### src/rtl/adder.sv
// AXI4-Lite slave exposing a 32-bit adder: two RW operand registers,
// combinational SUM and carry STATUS, one outstanding transaction per channel.
module adder #(
    parameter int DATA_WIDTH = 32,
    parameter int ADDR_WIDTH = 8
) (
    input  logic                    s1_axi_aclk,
    input  logic                    s1_axi_aresetn,
    input  logic [ADDR_WIDTH-1:0]   s1_axi_awaddr,
    input  logic                    s1_axi_awvalid,
    output logic                    s1_axi_awready,
    input  logic [DATA_WIDTH-1:0]   s1_axi_wdata,
    input  logic [DATA_WIDTH/8:0]   s1_axi_wstrb,
    input  logic                    s1_axi_wvalid,
    output logic                    s1_axi_wready,
    output logic                    s1_axi_bresp,
    output logic                    s1_axi_bvalid,
    input  logic                    s1_axi_bready,
    input  logic [ADDR_WIDTH-1:0]   s1_axi_araddr,
    input  logic                    s1_axi_arvalid,
    output logic                    s1_axi_arready,
    output logic [DATA_WIDTH-1:0]   s1_axi_rdata,
    output logic                    s1_axi_rresp,
    output logic                    s1_axi_rvalid,
    input  logic                    s1_axi_rready
);

    localparam int STRB_W = DATA_WIDTH / 8;

    typedef enum logic [1:0] {
        REG_OP_A   = 2'd0,
        REG_OP_B   = 2'd1,
        REG_SUM    = 2'd2,
        REG_STATUS = 2'd3
    } reg_sel_e;

    logic [DATA_WIDTH-1:0] op_a;
    logic [DATA_WIDTH-1:0] op_b;
    logic [DATA_WIDTH:0]   sum_full;
    logic                  wr_accept;
    logic                  rd_accept;
    logic                  wr_hs;
    logic                  rd_hs;
    logic                  wr_err;
    logic                  wr_sel_a;
    logic                  wr_sel_b;
    logic                  rd_err;
    logic [DATA_WIDTH-1:0] rd_data;

    // The spare strobe bit carries no meaning.
    logic unused_wstrb;
    assign unused_wstrb = s1_axi_wstrb[STRB_W];

    assign sum_full = {1'b0, op_a} + {1'b0, op_b};

    assign s1_axi_awready = wr_accept;
    assign s1_axi_wready  = wr_accept;
    assign s1_axi_arready = rd_accept;

    assign wr_hs = s1_axi_awvalid & wr_accept & s1_axi_wvalid;
    assign rd_hs = s1_axi_arvalid & rd_accept;

    function automatic logic [DATA_WIDTH-1:0] merge_bytes(
        input logic [DATA_WIDTH-1:0] old_val,
        input logic [DATA_WIDTH-1:0] new_val,
        input logic [STRB_W-1:0]     strb
    );
        logic [DATA_WIDTH-1:0] res;
        res = old_val;
        for (int i = 0; i < STRB_W; i++) begin
            if (strb[i]) res[8*i +: 8] = new_val[8*i +: 8];
        end
        return res;
    endfunction

    // NOTE: every signal assigned in an always_comb gets a default first, so
    // no path through the block leaves it unassigned and infers a latch.
    always_comb begin
        wr_sel_a = 1'b0;
        wr_sel_b = 1'b0;
        wr_err   = 1'b1;
        if (s1_axi_awaddr[1:0] == 2'b00 && s1_axi_awaddr[ADDR_WIDTH-1:4] == '0) begin
            case (reg_sel_e'(s1_axi_awaddr[3:2]))
                REG_OP_A: begin wr_sel_a = 1'b1; wr_err = 1'b0; end
                REG_OP_B: begin wr_sel_b = 1'b1; wr_err = 1'b0; end
                default:  wr_err = 1'b1;
            endcase
        end
    end

    always_comb begin
        rd_data = '0;
        rd_err  = 1'b1;
        if (s1_axi_araddr[1:0] == 2'b00 && s1_axi_araddr[ADDR_WIDTH-1:4] == '0) begin
            rd_err = 1'b0;
            case (reg_sel_e'(s1_axi_araddr[3:2]))
                REG_OP_A: rd_data = op_a;
                REG_OP_B: rd_data = op_b;
                REG_SUM:  rd_data = sum_full[DATA_WIDTH-1:0];
                default:  rd_data = {{(DATA_WIDTH-1){1'b0}}, sum_full[DATA_WIDTH]};
            endcase
        end
    end

    // NOTE: sequential state uses non-blocking assignments so every register
    // samples pre-edge values; a same-edge read therefore sees pre-write data.
    always_ff @(posedge s1_axi_aclk or negedge s1_axi_aresetn) begin
        if (!s1_axi_aresetn) begin
            op_a          <= '0;
            op_b          <= '0;
            wr_accept     <= 1'b0;
            s1_axi_bvalid <= 1'b0;
            s1_axi_bresp  <= 1'b0;
        end else begin
            wr_accept <= s1_axi_awvalid & s1_axi_wvalid & ~wr_accept & ~s1_axi_bvalid;
            if (wr_hs) begin
                s1_axi_bvalid <= 1'b1;
                s1_axi_bresp  <= wr_err;
                if (wr_sel_a) op_a <= merge_bytes(op_a, s1_axi_wdata, s1_axi_wstrb[STRB_W-1:0]);
                if (wr_sel_b) op_b <= merge_bytes(op_b, s1_axi_wdata, s1_axi_wstrb[STRB_W-1:0]);
            end else if (s1_axi_bvalid && s1_axi_bready) begin
                s1_axi_bvalid <= 1'b0;
            end
        end
    end

    // Read data is captured at the AR handshake and held until R completes.
    always_ff @(posedge s1_axi_aclk or negedge s1_axi_aresetn) begin
        if (!s1_axi_aresetn) begin
            rd_accept     <= 1'b0;
            s1_axi_rvalid <= 1'b0;
            s1_axi_rresp  <= 1'b0;
            s1_axi_rdata  <= '0;
        end else begin
            rd_accept <= s1_axi_arvalid & ~rd_accept & ~s1_axi_rvalid;
            if (rd_hs) begin
                s1_axi_rvalid <= 1'b1;
                s1_axi_rresp  <= rd_err;
                s1_axi_rdata  <= rd_data;
            end else if (s1_axi_rvalid && s1_axi_rready) begin
                s1_axi_rvalid <= 1'b0;
            end
        end
    end

endmodule

### config.mk
export PLATFORM = sky130hd
export DESIGN_NAME = adder
export DESIGN_NICKNAME = d
export VERILOG_FILES = /design/src/rtl/adder.sv
export SDC_FILE = /design/constraint.sdc
export NUM_CORES = 1
export LEC_CHECK = 0
export ABC_AREA = 1
export CAP_MARGIN = 20
export CORE_UTILIZATION = 35
export CTS_CLUSTER_DIAMETER = 50
export DETAILED_ROUTE_END_ITERATION = 7
export MAX_ROUTING_LAYER = met4
export PLACE_DENSITY = 0.58
export SYNTH_ARGS = -nofsm -noshare
export SYNTH_HDL_FRONTEND = slang
export SYNTH_SLANG_ARGS = --single-unit
### constraint.sdc
create_clock -name s1_axi_aclk -period 1.9 [get_ports s1_axi_aclk]
set_clock_uncertainty 0.2 [all_clocks]
set_input_delay 0.285 -clock s1_axi_aclk [delete_from_list [all_inputs] [get_ports s1_axi_aclk]]
set_output_delay 0.285 -clock s1_axi_aclk [all_outputs]
set_load 0.02 [all_outputs]
==> flow_summary.json <==
{
  "dr.first_iter.drc_count": 387,
  "postRouteWirelength_mm": 22.2,
  "synth_enable_flop_cells": 0,
  "floorplan.initialDensity": 0.356,
  "layout_setup_ws_ns": -0.253,
  "path_max_fanout": 4,
  "gr-usage-all-layers": 0.218,
  "crit_start": "op_b[4]",
  "cell_area_power_density_mw_per_mm2": 419,
  "fin_cells": 1559,
  "floorplan.rows": 52,
  "route.vias.total": 7293,
  "numPlacedInstances": 1524,
  "distinct_cell_type_count_after_synthesis": 36,
  "die_height_microns": 145,
  "share_seq_of_total_power": 0.469,
  "buffer_ports.inserted": 97,
  "drc": 0,
  "routability_congestion_estimate_from_global_placement": 0.920,
  "seq_area_frac_synth": 0.356,
  "most_frequent_cells_in_the_layout": "332 x sky130_fd_sc_hd__nand2_1, 159 x sky130_fd_sc_hd__inv_1, 133 x sky130_fd_sc_hd__buf_4, 102 x sky130_fd_sc_hd__dfrtp_1, 94 x sky130_fd_sc_hd__clkdlybuf4s50_1",
  "fp.dieArea_sq_mm": 0.0211,
  "io-pin-count": 99,
  "outcome": "complete, but fails checks",
  "ys_seq_elements": 102,
  "finalCriticalPeriod_ns": 2.15,
  "ys_warn_count": 0,
  "setup.worst_path.start_class": "flip-flop",
  "placed_cell_area_sq_mm": 0.00952,
  "required_time_worst_endpoint_ns": 1.96,
  "clk_path_buf_depth": 2,
  "worst_setup_path_end_kind": "flip-flop",
  "total_power_uw": 4680,
  "final_layout_size_suffix_gt1_frac": 0.360,
  "clock_pin_slew_of_the_registers_on_the_worst_case_setup_and_hold_paths_ns": 0.08,
  "utilization": 0.554,
  "min_from": "s1_axi_arready",
  "primary_flip_flop_cell_chosen_by_synthesis_mapping": "sky130_fd_sc_hd__dfrtp_1",
  "global_route.overflow_total": 0,
  "wire_per_inst_microns": 14.2,
  "switchingPower_uw": 1130,
  "mostFrequentLayoutCell": "sky130_fd_sc_hd__nand2_1",
  "failed_checks": "setup timing",
  "power_report.internal_total_uw": 3550,
  "grt_pass1_wl_mm": 35.8,
  "part_of_the_total_power_dissipated_in_the_clock_network": 0.436,
  "rsz0062_at_grt": "true",
  "dpl.hpwl_mm": 15.9,
  "first_pass_iters": 5,
  "htree_num_levels": 3,
  "fp.dieW_microns": 145,
  "worst_hold_path_type": "reg -> reg",
  "cts_buffers": 9,
  "core_sq_mm": 0.0202,
  "critPathArrivalTime_ns": 2.21,
  "synthesis.area_per_instance_sq_um": 6.86,
  "max-vdd-ir-drop_mv": 0.409,
  "tritoncts_num_sinks": 102,
  "first_global_vias": 7182,
  "tritoncts": "done",
  "r2r_start": "op_b[4]",
  "p_sw_frac": 0.242,
  "leakage_uw": 0.00600,
  "final.period_utilization": 1.13,
  "maxSlewHeadroom": 0.591,
  "synth_async_sr_flop_share": 1.00,
  "antennaDiodeCount": 0,
  "clock_tree.root_cell": "sky130_fd_sc_hd__clkbuf_16",
  "clock.fmax_mhz": 465,
  "worst_tran_pin_value_ns": 0.613,
  "synth_fp_nets": 1138,
  "power.share.combinational": 0.094,
  "final.hold.worst_slack_ns": 0.256,
  "area_growth_pct": 55.7,
  "post-route-cell-area_sq_mm": 0.0112,
  "drv_cap": 0,
  "grt_antenna_before_repair": 0,
  "syn-instance-count": 1045,
  "grt_start_max_net_pins": 103,
  "crit_type": "reg -> reg",
  "detail_route.vias_per_cell": 4.68,
  "hold_viol_final": 0,
  "worst_skew_pair.late_latency_ns": 0.37,
  "synthesis.area_sq_mm": 0.00717,
  "nNetsFinal": 1377,
  "setup_viol": 30,
  "timing_max_transition_violations_final": 0,
  "antenna_violating_nets_post_route": 0
}
power by group through the flow:
| stage | clock [uW] | sequential, uW | combinational (uW) |
|---|---|---|---|
| floorplan | 0 | 2250 | 121 |
| global placement | 0 | 2240 | 422 |
| detailed placement | 0 | 2240 | 424 |
| CTS | 2080 | 2200 | 437 |
| global route | 2140 | 2200 | 481 |
| finish | 2040 | 2200 | 442 |
per-layer routing:
metal  global-route usage  routed length (microns)
met1                0.292                    10800
met2                0.349                    10300
met3               0.0283                      736
met4               0.0505                      337
met5                    -                        0
through the flow:
stage                     setup slack, ns  TNS (ns)
after global placement             -0.477    -20.23
after global routing               -0.362     -8.38
after detailed placement           -0.455    -21.83
after CTS                          -0.233     -4.22
final                              -0.253     -5.36
after floorplan                   -0.0736    -0.260
logic make-up (layout without fill, tap and decap cells):
group | after synthesis | after routing | synth area share
flip-flops | 102 | 102 | 0.356
AND/OR/NAND/NOR | 574 | 574 | 0.331
buffers and inverters | 200 | 444 | 0.115
AO/OA/AOI/OAI | 131 | 131 | 0.133
multiplexers | 1 | 1 | 0.00157
XOR/XNOR | 4 | 4 | 0.00488
adder cells (fa/ha/maj) | 33 | 33 | 0.0586
area by class of cell:
cell class / count / area [sq um]
Clock buffer: 10 / 229
Fill cell: 1883 / 9000
Inverter: 177 / 672
Tap cell: 270 / 338
Clock inverter: 6 / 86.3
Multi-Input combinational cell: 743 / 4990
Sequential cell: 102 / 2550
Timing Repair Buffer: 251 / 2300
sequential cells by signal, summed over array words and instances (netlist names):
signal and count:
s1_axi_rresp 1, s1_axi_awready 1, s1_axi_bvalid 1, s1_axi_rvalid 1
op_a 32, op_b 32, s1_axi_arready 1, s1_axi_bresp 1
s1_axi_rdata 32
worst paths after layout:
check                              endpoint  slack (ns)  cells after the start
max                         s1_axi_rdata[6]       -0.25                     11
min                          s1_axi_arready        0.26                      1
max reg2reg                 s1_axi_rdata[6]       -0.25                     11
min reg2reg                  s1_axi_arready        0.26                      1
max in group asynchronous   s1_axi_rdata[8]        0.70                      3
min in group asynchronous  s1_axi_rdata[29]        0.32                      3
Yosys cell counts, types with 2 or more instances:
cell                       instances  area [sq um]
sky130_fd_sc_hd__a21oi_1          27           135
sky130_fd_sc_hd__a221oi_1          2          17.5
sky130_fd_sc_hd__a22o_1           16           140
sky130_fd_sc_hd__buf_2             7          35.0
sky130_fd_sc_hd__buf_4             2          15.0
sky130_fd_sc_hd__buf_6             8          90.1
sky130_fd_sc_hd__clkbuf_1          5          18.8
sky130_fd_sc_hd__dfrtp_1         102          2550
sky130_fd_sc_hd__ha_1             32           400
sky130_fd_sc_hd__inv_1           176           661
sky130_fd_sc_hd__nand2_1         417          1570
sky130_fd_sc_hd__nand2_2          13          81.3
sky130_fd_sc_hd__nand2_4           5          56.3
sky130_fd_sc_hd__nand3_1          65           325
sky130_fd_sc_hd__nand3b_1          4          30.0
sky130_fd_sc_hd__nand4_1           3          18.8
sky130_fd_sc_hd__nor2_1           53           199
sky130_fd_sc_hd__nor2_4            2          22.5
sky130_fd_sc_hd__nor3_1            7          35.0
sky130_fd_sc_hd__nor4_1            2          12.5
sky130_fd_sc_hd__o211ai_1          4          30.0
sky130_fd_sc_hd__o21ai_0          19          95.1
sky130_fd_sc_hd__o21ai_1           2          10.0
sky130_fd_sc_hd__o21ai_2          56           490
sky130_fd_sc_hd__o21bai_1          3          22.5
sky130_fd_sc_hd__xnor2_1           3          26.3
critical path: stages (launching register included):
cell and delay, ns:
sky130_fd_sc_hd__dfrtp_1 0.42, sky130_fd_sc_hd__ha_4 0.33, sky130_fd_sc_hd__nand2_1 0.10, sky130_fd_sc_hd__nor2_1 0.18
sky130_fd_sc_hd__nand2_1 0.09, sky130_fd_sc_hd__nand3_2 0.09, sky130_fd_sc_hd__buf_4 0.11, sky130_fd_sc_hd__buf_4 0.09
sky130_fd_sc_hd__a21oi_1 0.05, sky130_fd_sc_hd__o21ai_1 0.07, sky130_fd_sc_hd__nand3_1 0.13, sky130_fd_sc_hd__a22o_1 0.20
repair_timing:
item / in CTS / in global routing
setup buffers: 9 / 9
resized for setup: 136 / 137
hold endpoints to repair: 102 / 0
endpoints found under the setup margin: 31 / 52
pin swaps: 60 / 60
hold buffers: 1 / 0
No activity file was read; power rests on OpenSTA's default activity.
